File: config.mk
export PLATFORM = sky130hd
export DESIGN_NAME = upsample_2x
export DESIGN_NICKNAME = d
export VERILOG_FILES = /design/src/rtl/cnn_pkg.sv /design/src/rtl/line_buf.sv /design/src/rtl/upsample_2x.sv
export SDC_FILE = /design/constraint.sdc
export NUM_CORES = 1
export LEC_CHECK = 0
export BUFFER_PORTS_ARGS = -buffer_cell sky130_fd_sc_hd__buf_4
export CORE_MARGIN = 4
export CORE_UTILIZATION = 55
export DETAILED_ROUTE_END_ITERATION = 10
export MAX_ROUTING_LAYER = met4
export PLACE_DENSITY = 0.75
export SYNTH_ARGS = -nofsm -noshare
export SYNTH_HDL_FRONTEND = slang
export SYNTH_HIERARCHICAL = 1
export SYNTH_SLANG_ARGS = --single-unit
File: constraint.sdc
create_clock -name clk -period 4.5 [get_ports clk]
set_clock_uncertainty 0.15 [all_clocks]
set_input_delay 0.225 -clock clk [delete_from_list [all_inputs] [get_ports clk]]
set_output_delay 0.225 -clock clk [all_outputs]
set_load 0.005 [all_outputs]
File: src/rtl/cnn_pkg.sv
// rtl/cnn_pkg.sv - shared CNN datapath defaults, state encodings and helpers
package cnn_pkg;

    localparam int IN_D_W_DEF = 32;
    localparam int W_DEF      = 26;

    typedef enum logic {
        S_FILL   = 1'b0,
        S_REPEAT = 1'b1
    } up_state_t;

    function automatic int ctr_width(input int n);
        return (n > 1) ? $clog2(n) : 1;
    endfunction

endpackage

File: src/rtl/line_buf.sv
// rtl/line_buf.sv - single-row buffer, one write port and one combinational read port
module line_buf #(
    parameter int DW    = 32,
    parameter int DEPTH = 13,
    parameter int AW    = 4
) (
    input  logic          clk,
    input  logic          wr_en,
    input  logic [AW-1:0] wr_addr,
    input  logic [DW-1:0] wr_data,
    input  logic [AW-1:0] rd_addr,
    output logic [DW-1:0] rd_data
);

    logic [DW-1:0] mem [DEPTH];

    // write port; contents are don't-care until written in the current row
    always_ff @(posedge clk) begin
        if (wr_en) begin
            mem[wr_addr] <= wr_data;
        end
    end

    // asynchronous read so the replay value is available in the same cycle
    always_comb begin
        rd_data = mem[rd_addr];
    end

endmodule

File: src/rtl/upsample_2x.sv
// rtl/upsample_2x.sv - 2x nearest-neighbour upsampler with row replay buffer
module upsample_2x
    import cnn_pkg::*;
#(
    parameter int In_d_W = IN_D_W_DEF,
    parameter int W      = W_DEF
) (
    input  logic                     clk,
    input  logic                     clr,
    input  logic                     in_valid,
    output logic                     in_ready,
    input  logic signed [In_d_W-1:0] in_data,
    output logic                     out_valid,
    input  logic                     out_ready,
    output logic signed [In_d_W-1:0] out_data,
    output logic                     out_last
);

    localparam int HALF = W / 2;
    localparam int CW   = ctr_width(HALF);
    localparam logic [CW-1:0] ICOL_LAST = CW'(HALF - 1);

    up_state_t state, state_n;
    logic             phase, phase_n;
    logic [CW-1:0]    icol, icol_n;
    logic             slot_free;
    logic             accept;
    logic             wr_en;
    logic             load;
    logic             load_last;
    logic [In_d_W-1:0] load_data;
    logic [In_d_W-1:0] rd_data;

    assign slot_free = !out_valid || out_ready;
    assign accept    = in_valid && in_ready;

    line_buf #(
        .DW    (In_d_W),
        .DEPTH (HALF),
        .AW    (CW)
    ) u_line_buf (
        .clk     (clk),
        .wr_en   (wr_en),
        .wr_addr (icol),
        .wr_data (in_data),
        .rd_addr (icol),
        .rd_data (rd_data)
    );

    // state, counters and the registered output stage
    always_ff @(posedge clk) begin
        if (clr) begin
            state     <= S_FILL;
            phase     <= 1'b0;
            icol      <= '0;
            out_valid <= 1'b0;
            out_last  <= 1'b0;
            out_data  <= '0;
        end else begin
            state <= state_n;
            phase <= phase_n;
            icol  <= icol_n;
            if (slot_free) begin
                out_valid <= load;
                out_last  <= load_last;
                if (load) begin
                    out_data <= load_data;
                end
            end
        end
    end

    // next state: one input pixel yields two outputs, then the row is replayed
    always_comb begin
        state_n = state;
        phase_n = phase;
        icol_n  = icol;
        case (state)
            S_FILL: begin
                if (!phase) begin
                    if (accept) begin
                        phase_n = 1'b1;
                    end
                end else if (slot_free) begin
                    phase_n = 1'b0;
                    if (icol == ICOL_LAST) begin
                        icol_n  = '0;
                        state_n = S_REPEAT;
                    end else begin
                        icol_n = icol + CW'(1);
                    end
                end
            end
            S_REPEAT: begin
                if (slot_free) begin
                    phase_n = !phase;
                    if (phase) begin
                        if (icol == ICOL_LAST) begin
                            icol_n  = '0;
                            state_n = S_FILL;
                        end else begin
                            icol_n = icol + CW'(1);
                        end
                    end
                end
            end
            default: begin
                state_n = S_FILL;
            end
        endcase
    end

    // outputs: handshake, buffer write and output-register load selection
    always_comb begin
        in_ready  = 1'b0;
        wr_en     = 1'b0;
        load      = 1'b0;
        load_last = 1'b0;
        load_data = rd_data;
        case (state)
            S_FILL: begin
                if (!phase) begin
                    in_ready  = slot_free && !clr;
                    wr_en     = accept;
                    load      = accept;
                    load_data = in_data;
                end else begin
                    load      = slot_free;
                    load_last = slot_free && (icol == ICOL_LAST);
                end
            end
            S_REPEAT: begin
                load      = slot_free;
                load_last = slot_free && phase && (icol == ICOL_LAST);
            end
            default: begin
                load = 1'b0;
            end
        endcase
    end

endmodule

==> metrics.txt, run 1 <==
Synth Area in Compound Gates 6.72%; measured slew at the worst slew-check pin 974 ps; multi-input logic area 4430 um2; GPL Wtd Cong 0.730; Initial Util 55.8%; most area-hungry cell type in the Yosys netlist edfxtp_1; largest net degree at the start of global routing 71; worst skew pair latency 530 ps; post-synthesis sequential area ratio 73.0%; main area contributors after synthesis edfxtp_1 69%, mux4_2 6.9%, mux4_1 5.8%; Synthesized Nets 982; drt first pass iters 5; Setup TNS 0 ps; Period minus WS final 3210 ps; Primary FF master, synth edfxtp_1; CTS tree yes; Root Buffer clkbuf_16; core footprint 32,600 um2; Slew HR 35.0%; hpwl dp 21,900 um; Setup crit end kind flip-flop; post-route ant nets 0; post-synthesis cell count 944; Vias 9,688; count of cell types in the netlist 36; Final Slew Violations 0; max cap viols 0; total wire length 40,900 um; share of the synthesized area in the top cell type 68.6%; number of synthesized flops with an enable pin 416; crit share post-route 71.3%; largest family of logic cells by synthesized area multiplexers; Iter 0 DRT Violations 800; Pleak 6.62 nW; Area Overhead vs Synth 15.2%; Post-Synth XOR/XNOR Area 0%; critical path class flip-flop to flip-flop; DR DRC count 0; grt ovf 0; Achievable Freq 0.312 GHz; Syn Area/Cell 19.3 um2; Clock Path Buffers 3; Req. time, crit path 4740 ps; Syn. warnings 6; Non-Filler Instances 1,535; Die W 190 um; via-per-instance ratio 6.31; post-synthesis simple-gate area fraction 2.53%; synthesized area 18,200 um2; Post-CTS Setup Bufs 0; crit path max fanout 53; hold-fix buffers at CTS 33; Critical Path Start Type flip-flop; antenna violations before repair 0; Die ar. 36,100 um2; mux share of post-synthesis cell area 14.5%; filler instances 2,153; final setup fails 0; Post-Route Utilization 64.3%; Peak VDD IR 0.000319 V; register area 13,300 um2; Cells after DPL 1,421; Worst-path clk slew 60 ps; Ports 71; clock buffer count from CTS 45; status completed; Hold Fails Final Rpt 0; pwr/cell area 416 nW/um2; vias in the first global route 10,021; chip height 190 um; all-layer global routing usage 23.4%; WL per Instance 26.7 um; # diodes 0; H-tree depth 2; global-route wire length before repair 61,800 um; Yosys reg bits 456; share of cells above drive strength 1 22.9%; Critical Path AT 3450 ps; clock sink count 456; post-cts repair resize count 0; Port-buffer cells 70; Worst Hold Class input port to flip-flop; Post-Synth Adder-Cell Area 0.137%; RSZ-0062 raised after global routing no; row count 66; ys async rst share 0%; Nets 1,097
==> power breakdown <==
part / switching (mW) / total (mW) / internal (mW)
clock network: 1.49 / 3.50 / 2.01
registers: 0.0494 / 4.72 / 4.67
logic: 0.265 / 0.501 / 0.235
total: 1.81 / 8.72 / 6.92
==> state kept, by name, summed over array words and instances, names as in the netlist <==
register,flops
icol,4
phase,1
out_data,32
u_line_buf/mem,416
out_valid,1
out_last,1
state,1
==> per-stage QoR <==
stage | instance area [um2] | total power [mW] | setup slack, ps | hold slack (ps)
3_3_place_gp | 19300 | 5.27 | 1370 | 300
5_1_grt | 21000 | 8.99 | 1090 | 67.2
3_5_place_dp | 19300 | 5.29 | 1340 | 298
6_report | 21000 | 8.72 | 1290 | 47.9
2_1_floorplan | 18200 | 5.07 | 111 | 174
4_1_cts | 21000 | 8.78 | 1250 | 34.8
==> cells by family (layout without fill, tap and decap cells) <==
logic type | count (synthesis) | count (layout)
flip-flops | 456 | 456
AO/OA/AOI/OAI | 177 | 177
multiplexers | 128 | 128
buffers and inverters | 106 | 255
AND/OR/NAND/NOR | 75 | 75
adder cells (fa/ha/maj) | 2 | 2
==> metal layers <==
| metal | wire length (um) | global-route usage, % | vias to the layer above |
|---|---|---|---|
| li1 | - | - | 4162 |
| met1 | 16000 | 30.8 | 5015 |
| met2 | 20700 | 38.0 | 426 |
| met3 | 2990 | 3.91 | 85 |
| met4 | 1180 | 7.71 | 0 |
| met5 | 0 | - | - |
==> placed cells by master (no fill, tap or decap), types with 6 or more instances in the layout <==
| master | n |
|---|---|
| buf_4 | 101 |
| a21oi_1 | 39 |
| clkbuf_1 | 13 |
| nor2_4 | 9 |
| clkinv_2 | 10 |
| edfxtp_1 | 416 |
| nand2_1 | 7 |
| dfxtp_1 | 34 |
| a2111oi_0 | 32 |
| nand2b_1 | 6 |
| mux4_1 | 40 |
| nor3b_1 | 32 |
| o21a_1 | 33 |
| inv_1 | 36 |
| dlygate4sd3_1 | 33 |
| clkbuf_16 | 45 |
| a211oi_1 | 32 |
| mux4_2 | 56 |
| mux2i_1 | 32 |
| o22ai_1 | 32 |
==> layout make-up <==
| cell class | count | share of cell area, % |
|---|---|---|
| clock buffer | 61 | 5.80 |
| clock inverter | 20 | 0.752 |
| inverter | 36 | 0.644 |
| multi-input combinational | 382 | 21.1 |
| sequential | 456 | 63.5 |
| tap | 442 | 2.64 |
| timing repair buffer | 138 | 5.57 |
==> critical path, cell delays in order (launching register included) <==
cell and delay (ps):
dfxtp_4 970, buf_12 330, mux4_1 600, o22ai_1 250, a21oi_1 70, o21a_1 150
a2111oi_0 400, a211oi_1 90
==> synth_stat cells, types with 5 or more instances <==
cell / instances
mux4_1: 40
mux4_2: 56
buf_2: 25
inv_1: 36
nor2_1: 11
nor3b_1: 32
a211oi_1: 32
o21a_1: 33
buf_1: 5
mux2i_1: 32
a2111oi_0: 32
clkbuf_1: 13
buf_6: 12
a21oi_1: 39
nand2b_1: 6
buf_4: 13
o22ai_1: 32
dfxtp_1: 40
nand2_1: 7
edfxtp_1: 416
==> final timing paths <==
path / cells after the start / slack, ps / endpoint / startpoint
min: 4 / 50 / icol[1]$_SDFFE_PP0P_ / out_ready
min reg2reg: 2 / 310 / out_data[1]$_SDFFE_PP0P_ / out_data[1]$_SDFFE_PP0P_
max reg2reg: 7 / 1290 / out_data[22]$_SDFFE_PP0P_ / icol[0]$_SDFFE_PP0P_
max: 7 / 1290 / out_data[22]$_SDFFE_PP0P_ / icol[0]$_SDFFE_PP0P_
Note: power is estimated with default switching activity, not from simulation.
==> run 2, diff against run 1 <==
Settings changed: PLACE_DENSITY 0.75 to 0.72.
Clock period 4.5 ns to 3.2 ns, I/O delays scaled along.
==> metrics.txt, run 2 (synthesis results as in run 1) <==
row count 66 (unchanged); Post-Layout Inst Area 21,300 um2 (+1.7%); Critical Path AT 3170 ps (-280 ps); Vias 9,762 (+0.76%); Slew HR 45.4% (+10 points); Clock Path Buffers 3 (unchanged); critical path class flip-flop to flip-flop; max reg flops 416 (unchanged); Area Overhead vs Synth 17.1%; RR Startpoint icol[0]$_SDFFE_PP0P_; Initial Util 55.8% (unchanged); Die ar. 36,100 um2 (unchanged); post-cts repair resize count 0 (unchanged); Nets 1,129 (+2.9%); Achievable Freq 0.342 GHz (+9.8%); clock buffer count from CTS 45 (unchanged); Period minus WS final 2920 ps (-286 ps); Post-CTS Setup Bufs 0 (unchanged); hpwl dp 23,100 um (+5.8%); Setup TNS 0 ps (unchanged); core footprint 32,600 um2 (unchanged); Reg2Reg Depth 8 (+1); CTS tree yes; Worst-path clk slew 60 ps (about the same); total power 12.5 mW (+43%); chip height 190 um (unchanged); RSZ-0062 raised after global routing no; setup ws final 280 ps (-1010 ps); Iter 0 DRT Violations 906 (+13%); crit path max fanout 31 (-42%); Worst R2R End out_data[8]$_SDFFE_PP0P_; antenna violations before repair 1 (+1); all-layer global routing usage 23.3% (-0.090 points); share of cells above drive strength 1 25.1% (+2.2 points); largest net degree at the start of global routing 71 (unchanged); Cells after DPL 1,453 (+2.3%); Req. time, crit path 3450 ps (-1290 ps); Worst Hold End icol[1]$_SDFFE_PP0P_; drt first pass iters 5 (unchanged); hold-fix buffers at CTS 33 (unchanged); status completed; Hold Fails Final Rpt 0 (unchanged); commonest non-fill, non-tap cell in the layout edfxtp_1; Peak VDD IR 0.000467 V (+47%); global-route wire length before repair 61,500 um (-0.45%); post-route ant nets 0 (unchanged); Worst Hold Class input port to flip-flop; max cap viols 0 (unchanged); Largest Register u_line_buf/mem; clock sink count 456 (unchanged); Pleak 6.81 nW (+3.0%); GPL Wtd Cong 0.749 (+2.5%); DP Worst Slack 259 ps (-1080 ps); Port-buffer cells 70 (unchanged); Largest regs u_line_buf/mem: 416 flops, out_data: 32 flops, icol: 4 flops; final hold slack 53.0 ps (+5.08 ps); vias in the first global route 9,999 (-0.22%); WL per Instance 25.7 um (-3.7%); H-tree depth 2 (unchanged); crit share post-route 91.3% (+20 points); Post-Route Utilization 65.4% (+1.1 points); Final Slew Violations 0 (unchanged); final setup fails 0 (unchanged); Non-Filler Instances 1,570 (+2.3%); pwr/cell area 587 nW/um2 (+41%); DR DRC count 0 (unchanged); via-per-instance ratio 6.22 (-1.5%); area post-placement 19,500 um2 (+1.4%); Die W 190 um (unchanged); total wire length 40,300 um (-1.5%); worst skew pair latency 550 ps (+20 ps); most frequent cells in the layout 416 x edfxtp_1, 133 x buf_4, 56 x mux4_2; hold path start out_ready; reg2reg setup slack 280 ps (-1010 ps); Root Buffer clkbuf_16; Ports 71 (unchanged); Hold Crit Depth 4 (unchanged); Setup crit end kind flip-flop; grt ovf 0 (unchanged); Critical Path Start Type flip-flop; measured slew at the worst slew-check pin 819 ps (-155 ps)
==> run 2: cell types whose count changed in the layout (fill, tap and decap cells not counted), sizes merged <==
cell,delta
clkinv,+1
buf,+32
diode,+1
clkinvlp,-1
bufinv,+1
inv,+1
==> run 2: per-layer routing <==
| metal | GRT usage [%] | routed length [um] | up-vias |
|---|---|---|---|
| li1 | - | - | 4235 |
| met1 | 32.7 | 17200 | 5058 |
| met2 | 37.2 | 19600 | 384 |
| met3 | 2.77 | 2380 | 85 |
| met4 | 6.46 | 1120 | 0 |
| met5 | - | 0 | - |
==> run 2: worst max path at each step <==
stage,start,to,slack (ps),cells after the start
final,icol[0]$_SDFFE_PP0P_,out_data[8]$_SDFFE_PP0P_,280,8
after global routing,icol[0]$_SDFFE_PP0P_,out_data[7]$_SDFFE_PP0P_,20,8
after CTS,icol[0]$_SDFFE_PP0P_,out_data[8]$_SDFFE_PP0P_,240,8
after detailed placement,icol[0]$_SDFFE_PP0P_,out_data[8]$_SDFFE_PP0P_,260,8
after global placement,icol[0]$_SDFFE_PP0P_,out_data[25]$_SDFFE_PP0P_,370,7
after floorplan,phase$_SDFFE_PP0N_,u_line_buf/mem[1][0]$_DFFE_PP_,-340,7
==> run 2: worst max-delay path, stage by stage, from the launching register on <==
cell,delay (ps)
dfxtp_4,710
buf_4,300
buf_4,170
mux4_1,550
o22ai_1,180
a21oi_1,60
o21a_1,130
a2111oi_0,420
a211oi_1,90
==> run 2: final cells by class <==
| cell class | count | area, um2 |
|---|---|---|
| antenna | 1 | 2.50 |
| clock buffer | 61 | 1270 |
| clock inverter | 22 | 181 |
| fill | 2170 | 11300 |
| inverter | 36 | 135 |
| multi-input combinational | 382 | 4460 |
| sequential | 456 | 13300 |
| tap | 442 | 553 |
| timing repair buffer | 170 | 1410 |
==> run 2: power by group <==
part           switching (mW)  total (mW)  leakage [nW]  internal [mW]
clock network            2.12        5.14         0.715           3.02
logic                   0.397       0.751          2.02          0.354
registers              0.0584        6.63          4.08           6.57
==> run 3, diff against run 2 <==
Settings changed: SYNTH_HIERARCHICAL 1 to not set.
==> metrics.txt, run 3 <==
Largest regs u_line_buf.mem: 416 flops, out_data: 32 flops, icol: 4 flops; Worst-path clk slew 60 ps (about the same); Die ar. 36,100 um2 (about the same); CTS tree yes; Setup TNS 0 ps (unchanged); NetSw 2.61 mW (+1.1%); Period minus WS final 2710 ps (-209 ps); main area contributors after synthesis edfxtp_1 69%, mux2i_1 12%, dfxtp_1 4.8%; most frequent cells in the layout 416 x edfxtp_1, 224 x mux2i_1, 111 x buf_4; Slew HR 34.0% (-11 points); max cap viols 0 (unchanged); commonest non-fill, non-tap cell in the layout edfxtp_1; RSZ-0062 raised after global routing no; Area Overhead vs Synth 17.0%; Die W 190 um (about the same); area post-placement 19,500 um2 (-0.40%); Syn. warnings 0 (-6); largest net degree at the start of global routing 42 (-41%); H-tree depth 2 (unchanged); Net Sw Frac 20.7% (+0.060 points); Worst Hold End state$_SDFF_PP0_; drt first pass iters 6 (+1); Peak VDD IR 0.000461 V (-1.4%); count of cell types in the netlist 35 (-2.8%); share of the synthesized area in the top cell type 68.7% (about the same); GPL Wtd Cong 0.833 (+11%); clock sink count 460 (+0.88%); Hold Fails Final Rpt 0 (unchanged); Final Slew Violations 0 (unchanged); Hold Crit Depth 3 (-1); share of cells above drive strength 1 16.5% (-8.6 points); final setup fails 0 (unchanged); Int Power 10.0 mW (+0.78%); Vias 10,249 (+5.0%); Setup crit end kind flip-flop; ys async rst share 0% (unchanged); Flop pwr share 52.9% (about the same); Largest Register u_line_buf.mem; Nets 1,283 (+14%); Achievable Freq 0.369 GHz (+7.7%); measured slew at the worst slew-check pin 988 ps (+168 ps); Critical Path AT 2990 ps (-180 ps); synthesized area 18,200 um2 (about the same); all-layer global routing usage 23.2% (-0.076 points); chip height 190 um (about the same); via-per-instance ratio 5.96 (-4.2%); post-synthesis cell count 1,115 (+18%); Clock Path Buffers 3 (unchanged); Initial Util 55.8% (about the same); DP Worst Slack 545 ps (+285 ps); crit share post-route 84.7% (-6.5 points); Primary FF master, synth edfxtp_1; Root Buffer clkbuf_16; Iter 0 DRT Violations 991 (+9.4%); hold path start clr; WL per Instance 23.7 um (-7.7%); Post-Route Utilization 65.2% (-0.12 points); Critical Path Start Type flip-flop; synth cell count leaders 416 x edfxtp_1, 224 x mux2i_1, 80 x nor2_1; pwr/cell area 593 nW/um2 (+1.0%); hold-fix buffers at CTS 34 (+3.0%); global-route wire length before repair 62,200 um (+1.1%); Ports 71 (unchanged); count leader, synth edfxtp_1; Worst Hold Class input port to flip-flop; total wire length 40,700 um (+1.1%); core footprint 32,600 um2 (unchanged); Post-CTS Setup Bufs 0 (unchanged); antenna violations before repair 0 (-1); Req. time, crit path 3480 ps (+30 ps); status completed; Post-Layout Inst Area 21,300 um2 (-0.18%); final hold slack 127 ps (+74.1 ps); worst skew pair latency 550 ps (about the same); Worst R2R End out_data[21]$_SDFFE_PP0P_; clock power share 41.7% (+0.6 points); Port-buffer cells 70 (unchanged); number of synthesized flops with an enable pin 416 (unchanged); Reg2Reg Depth 6 (-2); Comb pwr share 5.3% (-0.7 points); most area-hungry cell type in the Yosys netlist edfxtp_1; # diodes 0 (-1); row count 66 (unchanged); Pleak 6.80 nW (-0.17%); reg2reg setup slack 490 ps (+210 ps); hpwl dp 24,500 um (+6.1%); setup ws final 488 ps (+209 ps); max reg flops 416 (unchanged); post-cts repair resize count 0 (unchanged); DR DRC count 0 (unchanged); post-route ant nets 0 (unchanged); post-synthesis sequential area ratio 73.5% (+0.48 points); grt ovf 0 (unchanged); Yosys reg bits 460 (+0.88%); clock buffer count from CTS 46 (+2.2%); crit path max fanout 35 (+13%); Syn Area/Cell 16.3 um2 (-15%); vias in the first global route 10,463 (+4.6%); Synthesized Nets 1,155 (+18%); critical path class flip-flop to flip-flop
run 3: area by class of cell:
| class | instances | area [um2] |
|---|---|---|
| Clock inverter | 21 | 208 |
| Inverter | 2 | 7.51 |
| Sequential cell | 460 | 13400 |
| Clock buffer | 63 | 1280 |
| Multi-Input combinational cell | 579 | 4500 |
| Tap cell | 442 | 553 |
| Timing Repair Buffer | 154 | 1350 |
| Fill cell | 2273 | 11300 |
run 3: critical path, stage by stage (launching register included):
cell,delay [ps]
dfxtp_2,880
or3b_1,660
buf_12,260
nor2_1,100
a2111oi_0,70
buf_4,170
a311oi_1,290
run 3: power groups by stage:
stage / clock, mW / sequential (mW) / combinational [mW]
2_1_floorplan: 0 / 6.78 / 0.349
6_report: 5.27 / 6.68 / 0.675
4_1_cts: 5.34 / 6.68 / 0.679
3_3_place_gp: 0 / 6.80 / 0.627
3_5_place_dp: 0 / 6.81 / 0.644
5_1_grt: 5.60 / 6.68 / 0.733
run 3: worst max path at each step:
stage | endpoint | slack, ps | depth (start not counted)
after CTS | out_data[21]$_SDFFE_PP0P_ | 520 | 6
after detailed placement | out_data[21]$_SDFFE_PP0P_ | 540 | 6
after global placement | out_data[28]$_SDFFE_PP0P_ | 650 | 6
final | out_data[21]$_SDFFE_PP0P_ | 490 | 6
after global routing | out_data[21]$_SDFFE_PP0P_ | 330 | 6
after floorplan | u_line_buf.mem[8][0]$_DFFE_PP_ | -10 | 5
run 3: metal layers:
layer / wire (um) / up-vias / GRT usage [%]
met4: 879 / 0 / 5.82
li1: - / 4652 / -
met3: 2690 / 70 / 3.63
met5: 0 / - / -
met2: 19800 / 384 / 37.0
met1: 17400 / 5143 / 32.1
run 3: logic make-up after synthesis:
kind of cell / count (synthesis) / synth area share [%]
buffers and inverters: 76 / 2.55
adders and majority gates: 4 / 0.275
xor gates and xnor gates: 3 / 0.144
AOI/OAI and AO/OA: 136 / 6.02
and+or+nand+nor: 212 / 5.19
muxes: 224 / 12.3
DFF: 460 / 73.5
run 3: through the flow:
stage | total power, mW | cells
2_1_floorplan | 7.13 | 1115
4_1_cts | 12.7 | 1721
3_3_place_gp | 7.43 | 1603
3_5_place_dp | 7.45 | 1603
6_report | 12.6 | 1721
5_1_grt | 13.0 | 1721
